File: src/rtl/backoff_retry_pkg.sv
// Shared types and constants for the backoff/retry controller and its backoff counter.
// Holds the FSM state encoding, counter widths and the exponent-to-mask helper.
package backoff_retry_pkg;

    localparam int unsigned RetryCntWidth = 8;
    localparam int unsigned LfsrWidth     = 16;
    localparam int unsigned ExpWidth      = 5;

    typedef enum logic [1:0] {
        ST_IDLE     = 2'd0,
        ST_ISSUE    = 2'd1,
        ST_WAIT_RSP = 2'd2,
        ST_BACKOFF  = 2'd3
    } state_e;

    // Mask with the low exp_i bits set; exp_i=16 yields all ones.
    function automatic logic [LfsrWidth-1:0] exp_mask(input logic [ExpWidth-1:0] exp_i);
        logic [LfsrWidth-1:0] m;
        for (int i = 0; i < LfsrWidth; i++) begin
            m[i] = (ExpWidth'(i) < exp_i);
        end
        return m;
    endfunction

endpackage

File: src/rtl/exp_backoff.sv
// Randomised exponential backoff counter: set loads an LFSR draw within a window that doubles per set.
// Latency: the loaded count is visible the cycle after set; clr returns to zero immediately at the next edge.
module exp_backoff
    import backoff_retry_pkg::*;
#(
    parameter logic [LfsrWidth-1:0] Seed   = 16'hffff,
    parameter int unsigned          MaxExp = 16
) (
    input  logic clk_i,
    input  logic rst_ni,
    input  logic set_i,
    input  logic clr_i,
    output logic zero_o
);

    localparam logic [ExpWidth-1:0] MaxExpW = ExpWidth'(MaxExp);

    logic [LfsrWidth-1:0] r_lfsr;
    logic [LfsrWidth-1:0] r_cnt;
    logic [ExpWidth-1:0]  r_exp;
    logic [LfsrWidth-1:0] w_lfsr_nxt;
    logic [ExpWidth-1:0]  w_exp_nxt;

    // Galois LFSR x^16+x^14+x^13+x^11; free-running so draws depend on arrival time.
    assign w_lfsr_nxt = {1'b0, r_lfsr[LfsrWidth-1:1]} ^ (r_lfsr[0] ? 16'hB400 : 16'h0000);
    assign w_exp_nxt  = (r_exp < MaxExpW) ? r_exp + 5'd1 : r_exp;
    assign zero_o     = (r_cnt == '0);

    always_ff @(posedge clk_i or negedge rst_ni) begin
        if (!rst_ni) begin
            r_lfsr <= Seed;
            r_exp  <= '0;
            r_cnt  <= '0;
        end else begin
            r_lfsr <= w_lfsr_nxt;
            if (clr_i) begin
                r_exp <= '0;
                r_cnt <= '0;
            end else if (set_i) begin
                r_exp <= w_exp_nxt;
                r_cnt <= r_lfsr & exp_mask(w_exp_nxt);
            end else if (r_cnt != '0) begin
                r_cnt <= r_cnt - 16'd1;
            end
        end
    end

endmodule

File: src/rtl/backoff_retry_ctrl.sv
// Retry controller: accepts one request, issues attempts downstream, retries failures after exponential backoff.
// Latency: accept->out_valid 1 cycle, response->done/err 0 cycles; holds out_valid until out_ready; optional BACKOFF_RETRY_CTRL_TIMEOUT_EN.
module backoff_retry_ctrl
    import backoff_retry_pkg::*;
#(
    parameter int unsigned          DataWidth     = 32,
    parameter int unsigned          MaxRetries    = 8,
    parameter logic [LfsrWidth-1:0] Seed          = 'hffff,
    parameter int unsigned          MaxExp        = 16,
    parameter int unsigned          TimeoutCycles = 1024
) (
    input  logic                     clk_i,
    input  logic                     rst_ni,
    input  logic                     req_valid_i,
    output logic                     req_ready_o,
    input  logic [DataWidth-1:0]     req_data_i,
    output logic                     out_valid_o,
    input  logic                     out_ready_i,
    output logic [DataWidth-1:0]     out_data_o,
    input  logic                     rsp_valid_i,
    input  logic                     rsp_fail_i,
    output logic                     done_o,
    output logic                     err_o,
    output logic                     busy_o,
    output logic [RetryCntWidth-1:0] retry_cnt_o
);

    if (MaxRetries < 1 || MaxRetries > 255 || MaxExp < 1 || MaxExp > 16 ||
        TimeoutCycles < 1 || Seed == '0) begin : g_bad_params
        $error("backoff_retry_ctrl: parameter out of range");
    end

    state_e                   r_state;
    state_e                   w_state_nxt;
    logic [DataWidth-1:0]     r_data;
    logic [RetryCntWidth-1:0] r_retry_cnt;
    logic                     w_rsp_fire;
    logic                     w_rsp_fail;
    logic                     w_last;
    logic                     w_bo_set;
    logic                     w_bo_clr;
    logic                     w_bo_zero;
    logic                     w_accept;
    logic                     w_done;
    logic                     w_err;

`ifdef BACKOFF_RETRY_CTRL_TIMEOUT_EN
    localparam int unsigned ToW = $clog2(TimeoutCycles + 1);

    logic [ToW-1:0] r_to_cnt;
    logic           w_timeout;

    // The count restarts on every WAIT_RSP entry, so each attempt gets the full window.
    always_ff @(posedge clk_i or negedge rst_ni) begin
        if (!rst_ni) begin
            r_to_cnt <= '0;
        end else if (r_state == ST_ISSUE && out_ready_i) begin
            r_to_cnt <= '0;
        end else if (r_state == ST_WAIT_RSP) begin
            r_to_cnt <= r_to_cnt + ToW'(1);
        end
    end

    assign w_timeout  = (r_state == ST_WAIT_RSP) && !rsp_valid_i &&
                        (r_to_cnt == ToW'(TimeoutCycles - 1));
    assign w_rsp_fire = rsp_valid_i || w_timeout;
    assign w_rsp_fail = rsp_fail_i || w_timeout;
`else
    assign w_rsp_fire = rsp_valid_i;
    assign w_rsp_fail = rsp_fail_i;
`endif

    assign w_last   = (r_retry_cnt == RetryCntWidth'(MaxRetries));
    assign w_accept = (r_state == ST_IDLE) && req_valid_i;

    always_ff @(posedge clk_i or negedge rst_ni) begin
        if (!rst_ni) begin
            r_state <= ST_IDLE;
        end else begin
            r_state <= w_state_nxt;
        end
    end

    always_comb begin
        w_state_nxt = r_state;
        case (r_state)
            ST_IDLE:     if (req_valid_i) w_state_nxt = ST_ISSUE;
            ST_ISSUE:    if (out_ready_i) w_state_nxt = ST_WAIT_RSP;
            ST_WAIT_RSP: begin
                if (w_rsp_fire) begin
                    w_state_nxt = (!w_rsp_fail || w_last) ? ST_IDLE : ST_BACKOFF;
                end
            end
            ST_BACKOFF:  if (w_bo_zero) w_state_nxt = ST_ISSUE;
            default:     w_state_nxt = ST_IDLE;
        endcase
    end

    // Responses only count in WAIT_RSP; set and clr are mutually exclusive by construction.
    always_comb begin
        req_ready_o = (r_state == ST_IDLE);
        out_valid_o = (r_state == ST_ISSUE);
        busy_o      = (r_state != ST_IDLE);
        w_done      = 1'b0;
        w_err       = 1'b0;
        w_bo_set    = 1'b0;
        if (r_state == ST_WAIT_RSP && w_rsp_fire) begin
            w_done   = !w_rsp_fail;
            w_err    = w_rsp_fail && w_last;
            w_bo_set = w_rsp_fail && !w_last;
        end
        w_bo_clr = w_done || w_err;
    end

    assign done_o      = w_done;
    assign err_o       = w_err;
    assign out_data_o  = r_data;
    assign retry_cnt_o = r_retry_cnt;

    always_ff @(posedge clk_i or negedge rst_ni) begin
        if (!rst_ni) begin
            r_data      <= '0;
            r_retry_cnt <= '0;
        end else if (w_accept) begin
            r_data      <= req_data_i;
            r_retry_cnt <= '0;
        end else if (w_bo_set) begin
            r_retry_cnt <= r_retry_cnt + 8'd1;
        end
    end

    exp_backoff #(
        .Seed   (Seed),
        .MaxExp (MaxExp)
    ) u_exp_backoff (
        .clk_i  (clk_i),
        .rst_ni (rst_ni),
        .set_i  (w_bo_set),
        .clr_i  (w_bo_clr),
        .zero_o (w_bo_zero)
    );

endmodule
File: config.mk
export PLATFORM = sky130hd
export DESIGN_NAME = backoff_retry_ctrl
export DESIGN_NICKNAME = d
export VERILOG_FILES = /design/src/rtl/backoff_retry_pkg.sv /design/src/rtl/exp_backoff.sv /design/src/rtl/backoff_retry_ctrl.sv
export SDC_FILE = /design/constraint.sdc
export NUM_CORES = 1
export LEC_CHECK = 0
export BUFFER_PORTS_ARGS = -buffer_cell sky130_fd_sc_hd__buf_4
export CAP_MARGIN = 10
export CORE_MARGIN = 2
export CORE_UTILIZATION = 37
export DETAILED_ROUTE_END_ITERATION = 6
export HOLD_SLACK_MARGIN = 0.12
export MAX_ROUTING_LAYER = met4
export PLACE_DENSITY = 0.66
export RECOVER_POWER = 25
export SLEW_MARGIN = 20
export SYNTH_ARGS = -nofsm -noshare
export SYNTH_HDL_FRONTEND = slang
export SYNTH_HIERARCHICAL = 1
export SYNTH_SLANG_ARGS = --single-unit
File: constraint.sdc
create_clock -name clk_i -period 3 [get_ports clk_i]
set_input_delay 0.3 -clock clk_i [delete_from_list [all_inputs] [get_ports clk_i]]
set_output_delay 0.3 -clock clk_i [all_outputs]
set_load 0.02 [all_outputs]
==> metrics.yaml, run 1 <==
synthesis:
  synth_enable_flop_cells: 0
  synth-seq-cells: 79
  netlist_area_um2: 3812
  synth_nets: 445
  yosysSeqAreaShare_pct: 52.38
  ys.flop_type: "dfrtp_1"
  ys_async_sr_fraction_pct: 100.0
  yosys.cell_types.count: 56
  ys_warn_count: 6
  avgSynthCellArea_um2: 9.579
  synthCells: 398
routing:
  antenna_left: 0
  wl_um: 9042
  vias: 3140
  drt_pass1_iterations: 4
  wire_per_inst_um: 13.95
  drc: 0
  drtIter0Drc: 107
  vias_per_cell: 4.846
outcome:
  violations: "capacitance limit, slew limit"
  outcome: "finished, violations left"
timing:
  setup_ws_ns: 0.5601
  worst_clock_skew_ns: 0.01348
  period_minus_slack_ns: 2.440
  finalCritPeriodShare_pct: 81.33
  rsz0062_at_grt: "false"
  slew_viol_final: 35
  max_freq_mhz: 409.9
  tightest_slew_ns: 1.884
  hold_viol: 0
  setup_viol: 0
  fin_setup_tns_ns: 0
  hold_ws_ns: 0.1523
  slew_headroom_pct: -25.60
global_route:
  grt_pass1_vias: 3109
  grt_pass1_wl_um: 15120
  grt_overflow_total: 0
  grt_use_total_pct: 17.46
  grt_max_degree: 80
  antenna_found_initial: 0
placement:
  dp_hpwl_um: 6127
  buffer_ports.inserted: 82
  place_congestion: 0.8671
  dp_slack_ns: 0.5684
hold_path:
  hold_path.class: "primary input to register"
floorplanning:
  design.core.area_um2: 10180
  dieArea_um2: 11130
  initial_utilization_pct: 37.43
  rows: 37
  die_width_um: 105.5
  pin_count: 83
  die_h_um: 105.5
clocking:
  cts_tree: "built"
  cts.clk_slew.worst_paths_ns: 0.08
  root_buffer: "clkbuf_8"
  clock_sinks: 79
  h-tree-depth: 3
  cts_buffer_depth: 2
  cts_buffers: 9
  cts.repair.resized: 0
  insertion_delay_ns: 0.35
worst_setup_path:
  worstPathArrival_ns: 2.72
  crit_fanout: 8
  worstPathRequired_ns: 3.28
  crit_type: "register to register"
  start_kind: "register"
  worst_setup_path_end_kind: "register"
final_layout:
  antenna-diode-count: 0
  fillers: 936
  final_common_cell: "nand2_1"
  area_growth_pct: 33.25
  final_cell_mix: "113 x nand2_1, 86 x buf_4, 63 x dfrtp_1"
  nNetsFinal: 554
  final_layout_size_suffix_gt1_share_pct: 23.83
pwr:
  max-vdd-ir-drop_mv: 0.2684
  leakagePower_nw: 2.427
  power_mw: 1.958
  p_per_area_nw_per_um2: 385.5
job:
  drv_cap: 1
==> state kept, by name, summed over array words and instances (netlist names) <==
signal,count
retry_cnt_o,8
u_exp_backoff/r_exp,5
u_exp_backoff/r_cnt,16
r_state,2
out_data_o,32
u_exp_backoff/r_lfsr,16
==> cells in the mapped netlist, types with 5 or more instances <==
cell type | instances | area [um2]
nor2b_1 | 5 | 31.28
dfstp_2 | 16 | 420.4
inv_1 | 13 | 48.80
ha_1 | 9 | 112.6
a21oi_1 | 12 | 60.06
or3_1 | 6 | 37.54
nand3_1 | 6 | 30.03
nor3_1 | 5 | 25.02
xor2_1 | 11 | 96.34
xnor2_1 | 13 | 113.9
clkbuf_1 | 17 | 63.81
o21ai_0 | 10 | 50.05
o22ai_1 | 6 | 37.54
nor2_1 | 28 | 105.1
nand2_1 | 114 | 427.9
dfrtp_1 | 63 | 1577
==> critical path: stages (launching register included) <==
cell,delay [ns]
dfrtp_1,0.39
inv_1,0.12
ha_1,0.15
or4b_1,0.48
nor4_4,0.42
o22ai_1,0.17
a221oi_1,0.41
mux2i_1,0.23
==> cell type report <==
class                           instances  area, um2  area share (%)
Clock inverter                          6      70.07           1.379
Timing Repair Buffer                  117      959.7           18.89
Tap cell                              136      170.2           3.350
Inverter                               13      48.80          0.9606
Multi-Input combinational cell        287       1697           33.40
Clock buffer                           10      137.6           2.709
Sequential cell                        79       1997           39.31
==> power breakdown <==
group          switching [mW]  total, mW  internal, mW
combinational          0.0358     0.0933        0.0576
clock                   0.392      0.801         0.409
sequential                  0       1.06          1.06
total                   0.427       1.96          1.53
==> per-layer routing <==
| metal | vias to the layer above | GRT usage, % | share of wire (%) |
|---|---|---|---|
| met5 | - | - | 0 |
| met4 | 0 | 5.451 | 1.0 |
| met3 | 8 | 5.257 | 5.3 |
| met2 | 78 | 25.48 | 46 |
| met1 | 1499 | 23.48 | 48 |
| li1 | 1555 | - | - |
==> cells by family (layout without fill, tap and decap cells) <==
kind of cell	count (synthesis)	in the layout	synth area share, %
muxes	4	4	1.050
adders and majority gates	10	10	3.216
DFF	79	79	52.38
xor gates and xnor gates	24	24	5.514
buffers and inverters	32	146	3.183
and+or+nand+nor	194	194	24.88
AOI/OAI and AO/OA	55	55	9.780
==> through the flow <==
| stage | util [%] | cell area (um2) | cells |
|---|---|---|---|
| after floorplan | - | 3812 | 398 |
| after global placement | 44.80 | 4563 | 602 |
| after detailed placement | 44.80 | 4563 | 602 |
| after CTS | 49.59 | 5051 | 646 |
| after global routing | 49.88 | 5080 | 648 |
| final | 49.88 | 5080 | 648 |
==> path summary, 6_finish.rpt <==
check                                                    from                                   to  slack [ns]  depth (start not counted)
setup reg to reg           u_exp_backoff/r_cnt[0]$_DFFE_PN0P_               r_state[0]$_DFFE_PN0P_        0.56                          7
hold / removal                                 req_data_i[31]           out_data_o[31]$_DFFE_PN0N_        0.15                          3
max in group asynchronous                              rst_ni  u_exp_backoff/r_cnt[11]$_DFFE_PN0P_        0.91                          2
min in group asynchronous                              rst_ni   u_exp_backoff/r_cnt[6]$_DFFE_PN0P_        1.00                          2
setup / recovery           u_exp_backoff/r_cnt[0]$_DFFE_PN0P_               r_state[0]$_DFFE_PN0P_        0.56                          7
hold reg to reg            u_exp_backoff/r_lfsr[15]$_DFF_PN1_   u_exp_backoff/r_lfsr[14]$_DFF_PN1_        0.36                          0
==> what timing repair did <==
| action | CTS | global route |
|---|---|---|
| endpoints found under the hold margin | 28 | 24 |
| setup buffers | 0 | 0 |
| hold buffers | 28 | 1 |
No activity file was read; power rests on OpenSTA's default activity.
==> run 2, diff against run 1 <==
Settings changed: PLACE_DENSITY 0.66 to 0.68.
Clock period 3 ns to 2.1 ns, I/O delays scaled along.
==> metrics.yaml, run 2 (synthesis results as in run 1) <==
clocking:
  insertion_delay_ns: 0.36  # about the same
  cts_tree: "built"
  root_buffer: "clkbuf_8"
  cts_buffer_depth: 2  # unchanged
  cts.clk_slew.worst_paths_ns: 0.09  # about the same
  clock_sinks: 79  # unchanged
  h-tree-depth: 3  # unchanged
  cts_buffers: 9  # unchanged
timing:
  worst_clock_skew_ns: 0.01542  # +0.001943 ns
  rsz0062_at_grt: "true"
  slew_headroom_pct: 34.11  # +60 points
  setup_ws_ns: -0.003782  # -0.5639 ns
  tightest_slew_ns: 0.9884  # -0.8956 ns
  hold_ws_ns: 0.1886  # +0.03630 ns
  slew_viol_final: 0  # -100%
  setup_viol: 1  # +1
  period_minus_slack_ns: 2.104  # -0.3361 ns
  finalCritPeriodShare_pct: 100.2  # +19 points
  max_freq_mhz: 475.3  # +16%
  hold_viol: 0  # unchanged
placement:
  post-place-cells: 619  # +2.8%
  dp_slack_ns: 0.06008  # -0.5083 ns
  dpl_cell_area_um2: 4726  # +3.6%
  dp_hpwl_um: 6499  # +6.1%
  buffer_ports.inserted: 82  # unchanged
  place_congestion: 0.8787  # +1.3%
floorplanning:
  die_h_um: 105.5  # unchanged
  dieArea_um2: 11130  # unchanged
  initial_utilization_pct: 37.43  # unchanged
  pin_count: 83  # unchanged
  design.core.area_um2: 10180  # unchanged
  rows: 37  # unchanged
  die_width_um: 105.5  # unchanged
routing:
  vias_per_cell: 4.908  # +1.3%
  drc: 0  # unchanged
  wl_um: 9635  # +6.6%
  vias: 3308  # +5.4%
  drt_pass1_iterations: 4  # unchanged
  drtIter0Drc: 171  # +60%
  wire_per_inst_um: 14.30  # +2.4%
  antenna_left: 0  # unchanged
worst_setup_path:
  critPathBufInv: 1  # unchanged
  critPathMaxStageDelay_ns: 0.47  # about the same
  start_kind: "register"
  critical_path.cell_chain: "inv_2 > ha_4 > or4b_4 > nor4_4 > o22ai_1 > a221oi_2 > mux2i_1"
  worstPathArrival_ns: 2.38  # -0.34 ns
  worst_setup_path_end_kind: "register"
  crit_fanout: 3  # -5
  worstPathRequired_ns: 2.38  # -0.90 ns
  critical-path-top-delay-family: "simple AND/OR/NAND/NOR gates"
  crit_type: "register to register"
  cp_slowest_cell: "or4b_4"
pwr:
  max-vdd-ir-drop_mv: 0.3482  # +30%
  leakagePower_nw: 2.583  # +6.4%
  p_per_area_nw_per_um2: 520.0  # +35%
final_layout:
  antenna-diode-count: 0  # unchanged
  largest_register_ffs: 32  # unchanged
  final_cell_mix: "114 x nand2_1, 107 x buf_4, 63 x dfrtp_1"
  final_layout_size_suffix_gt1_share_pct: 29.93  # +6.1 points
  nNetsFinal: 580  # +4.7%
  area_growth_pct: 39.97
  fillers: 906  # -3.2%
  stdcell_area_um2: 5336  # +5.0%
  final_cells: 674  # +4.0%
  final_common_cell: "nand2_1"
  post-route-util_pct: 52.40  # +2.5 points
outcome:
  violations: "setup timing"
  outcome: "finished, violations left"
global_route:
  grt_pass1_wl_um: 16260  # +7.5%
  gr-usage-met2_pct: 29.95  # +4.5 points
  grt_use_met3_pct: 3.092  # -2.2 points
  grt_overflow_total: 0  # unchanged
  antenna_found_initial: 0  # unchanged
  grt_max_degree: 42  # -48%
  grt_pass1_vias: 3397  # +9.3%
  top_usage_layer: "met2"
  grt_use_total_pct: 18.81  # +1.4 points
  grt_use_met1_pct: 23.66  # +0.17 points
job:
  drv_cap: 0  # -1
hold_path:
  hold_path.class: "primary input to register"
==> run 2: changes by cell type in the layout (fill, tap and decap cells not counted), sizes merged <==
cell and change:
buf +22, inv +5, dlygate4sd3 +4, clkinvlp -2
bufinv -1, clkbuf -1, clkinv -1
==> run 2: worst paths after layout <==
path,startpoint,to,slack [ns],depth (start not counted)
worst min-delay path,rsp_fail_i,u_exp_backoff/r_cnt[3]$_DFFE_PN0P_,0.19,3
min in group asynchronous,rst_ni,retry_cnt_o[4]$_DFFE_PN0P_,0.54,2
worst min register to register,u_exp_backoff/r_lfsr[8]$_DFF_PN1_,u_exp_backoff/r_lfsr[7]$_DFF_PN1_,0.36,0
worst max register to register,u_exp_backoff/r_cnt[0]$_DFFE_PN0P_,r_state[0]$_DFFE_PN0P_,-0.004,7
max in group asynchronous,rst_ni,u_exp_backoff/r_lfsr[11]$_DFF_PN1_,0.75,3
worst max-delay path,u_exp_backoff/r_cnt[0]$_DFFE_PN0P_,r_state[0]$_DFFE_PN0P_,-0.004,7
==> run 2: power breakdown <==
| part | switching [mW] | total, mW | internal (mW) |
|---|---|---|---|
| Sequential | 0 | 1.52 | 1.52 |
| Combinational | 0.0551 | 0.142 | 0.0872 |
| Clock | 0.644 | 1.11 | 0.468 |
| Total | 0.699 | 2.78 | 2.08 |
==> run 2: tightest hold or removal path, stage by stage <==
cell	delay [ns]
buf_4	0.12
a21oi_2	0.08
nor2_1	0.09
==> run 2: timing repair <==
action | CTS | global route
hold endpoints to repair | 65 | 0
hold buffers | 33 | 0
setup endpoints to repair | 0 | 15
buffers inserted | 0 | 6
gates resized for setup | 0 | 10
==> run 2: metrics by stage <==
step | TNS [ns] | total power [mW]
6_report | -0.003782 | 2.775
5_1_grt | -0.3698 | 2.909
2_1_floorplan | 0 | 1.553
4_1_cts | 0 | 2.817
3_5_place_dp | 0 | 1.644
3_3_place_gp | 0 | 1.643
==> run 2: area by class of cell <==
cell class              count  area, um2  share of cell area [%]
clock inverters             7      72.57                   1.360
well taps                 136      170.2                   3.189
inverters                  13      48.80                  0.9144
multi-input cells         287       1745                   32.71
repair buffers            143       1179                   22.09
clock buffers               9      123.9                   2.321
flip-flops and latches     79       1997                   37.42
==> run 2: layer usage <==
metal,wire [um],vias to the layer above
met5,0,-
met4,230,0
met3,424,20
met2,4664,94
met1,4316,1586
li1,-,1608
==> run 3, diff against run 2 <==
Settings changed: PLACE_DENSITY 0.68 to 0.66.
Clock period 2.1 ns to 2.4 ns, I/O delays scaled along.
==> metrics.yaml, run 3 (synthesis results as in run 1) <==
outcome:
  outcome: "complete, no violations"
routing:
  vias: 3266  # -1.3%
  wl_um: 9512  # -1.3%
  wire_per_inst_um: 14.48  # +1.3%
  drc: 0  # unchanged
  drt_pass1_iterations: 4  # unchanged
  drtIter0Drc: 176  # +2.9%
  antenna_left: 0  # unchanged
  vias_per_cell: 4.971  # +1.3%
timing:
  setup_ws_ns: 0.1522  # +0.1560 ns
  period_minus_slack_ns: 2.248  # +0.1440 ns
  finalCritPeriodShare_pct: 93.66  # -6.5 points
  setup_viol: 0  # -1
  fin_setup_tns_ns: 0  # +0.003782 ns
  rsz0062_at_grt: "false"
  slew_headroom_pct: 19.03  # -15 points
  worst_clock_skew_ns: 0.008801  # -0.006620 ns
  tightest_slew_ns: 1.215  # +0.2262 ns
  hold_ws_ns: 0.3203  # +0.1317 ns
  slew_viol_final: 0  # unchanged
  max_freq_mhz: 444.9  # -6.4%
  hold_viol: 0  # unchanged
job:
  drv_cap: 0  # unchanged
worst_setup_path:
  ff2ff_setup_slack_ns: 0.15  # +0.16 ns
  worstPathRequired_ns: 2.67  # +0.29 ns
  worst_setup_path_end_kind: "register"
  crit_fanout: 3  # unchanged
  crit_type: "register to register"
  start_kind: "register"
  worstPathArrival_ns: 2.52  # +0.14 ns
floorplanning:
  pin_count: 83  # unchanged
  dieArea_um2: 11130  # unchanged
  initial_utilization_pct: 37.43  # unchanged
  die_h_um: 105.5  # unchanged
  design.core.area_um2: 10180  # unchanged
  die_width_um: 105.5  # unchanged
  rows: 37  # unchanged
final_layout:
  post-route-util_pct: 50.58  # -1.8 points
  nNetsFinal: 563  # -2.9%
  final_common_cell: "nand2_1"
  fillers: 924  # +2.0%
  area_growth_pct: 35.12
  final_cells: 657  # -2.5%
  largest_register_ffs: 32  # unchanged
  antenna-diode-count: 0  # unchanged
  final_cell_mix: "114 x nand2_1, 90 x buf_4, 63 x dfrtp_1"
  final_layout_size_suffix_gt1_share_pct: 24.38  # -5.5 points
pwr:
  p_comb_share_pct: 5.1  # about the same
  p_per_area_nw_per_um2: 471.6  # -9.3%
  p_switching_uw: 518.1  # -26%
  max-vdd-ir-drop_mv: 0.2948  # -15%
  leakagePower_nw: 2.478  # -4.1%
  p_int_mw: 1.911  # -7.9%
  p_clk_share_pct: 40.1  # about the same
  p_sw_share_pct: 21.33  # -3.9 points
  pwr-share-seq_pct: 54.8  # about the same
placement:
  place_congestion: 0.8773  # -0.16%
  dp_slack_ns: 0.1740  # +0.1139 ns
  post-place-cells: 608  # -1.8%
  dp_hpwl_um: 6330  # -2.6%
  buffer_ports.inserted: 82  # unchanged
clocking:
  root_buffer: "clkbuf_8"
  cts_tree: "built"
  h-tree-depth: 3  # unchanged
  cts.repair.resized: 0  # unchanged
  cts_buffer_depth: 2  # unchanged
  cts.clk_slew.worst_paths_ns: 0.08  # about the same
  clock_sinks: 79  # unchanged
  insertion_delay_ns: 0.36  # about the same
  cts_buffers: 9  # unchanged
global_route:
  grt_overflow_total: 0  # unchanged
  grt_use_total_pct: 18.26  # -0.55 points
  grt_pass1_wl_um: 15860  # -2.4%
  grt_pass1_vias: 3342  # -1.6%
  antenna_found_initial: 0  # unchanged
  grt_max_degree: 49  # +17%
hold_path:
  hold_path.class: "primary input to register"
[run 3: cell types whose count changed in the layout (fill, tap and decap cells not counted), moves of 3 or more]
cell | previous run | this run
buf_4 | 107 | 90
dfstp_2 | 12 | 6
clkinv_2 | 0 | 3
dfstp_1 | 4 | 10
inv_6 | 3 | 0
[run 3: layer usage]
metal / part of all wire (%) / track usage [%] / vias to the layer above
met3: 4.3 / 3.092 / 17
met4: 2.4 / 8.271 / 0
met1: 46 / 23.94 / 1584
met2: 48 / 27.88 / 95
met5: 0 / - / -
li1: - / - / 1570
[run 3: final cells by class]
class	count	area, um2	share of cell area (%)
flip-flops and latches	79	1997	38.77
clock inverters	4	45.04	0.8744
repair buffers	126	1051	20.40
clock buffers	12	145.1	2.818
inverters	13	48.80	0.9473
multi-input cells	287	1694	32.89
well taps	136	170.2	3.303
[run 3: path summary, 6_finish.rpt]
path,start,endpoint,depth (start not counted)
min in group asynchronous,rst_ni,u_exp_backoff/r_cnt[13]$_DFFE_PN0P_,2
worst min register to register,u_exp_backoff/r_lfsr[15]$_DFF_PN1_,u_exp_backoff/r_lfsr[14]$_DFF_PN1_,0
max in group asynchronous,rst_ni,u_exp_backoff/r_lfsr[7]$_DFF_PN1_,3
worst max-delay path,u_exp_backoff/r_cnt[0]$_DFFE_PN0P_,r_state[0]$_DFFE_PN0P_,7
worst max register to register,u_exp_backoff/r_cnt[0]$_DFFE_PN0P_,r_state[0]$_DFFE_PN0P_,7
worst min-delay path,out_ready_i,r_state[1]$_DFFE_PN0P_,4
[run 3: timing repair]
action | CTS | global route
setup buffers | 0 | 0
hold endpoints to repair | 65 | 0
setup endpoints to repair | 0 | 0
hold buffers | 33 | 0
[run 3: per-stage QoR]
step | total power, mW | instance area (um2)
floorplan | 1.358 | 3812
global placement | 1.437 | 4633
detailed placement | 1.438 | 4633
CTS | 2.452 | 5154
global route | 2.516 | 5151
finish | 2.430 | 5151
[run 3: critical path, cell delays in order (launching register included)]
cell and delay, ns:
dfrtp_1 0.39, inv_1 0.12, ha_1 0.17, or4b_1 0.49
nor4_4 0.24, o22ai_1 0.13, a221oi_1 0.39, mux2i_1 0.24
[run 3: power by group through the flow]
stage	clock [mW]	sequential (mW)	combinational (mW)
2_1_floorplan	0	1.36	0.00133
3_3_place_gp	0	1.36	0.0802
3_5_place_dp	0	1.36	0.0817
4_1_cts	0.997	1.33	0.124
5_1_grt	1.05	1.33	0.137
6_report	0.975	1.33	0.125
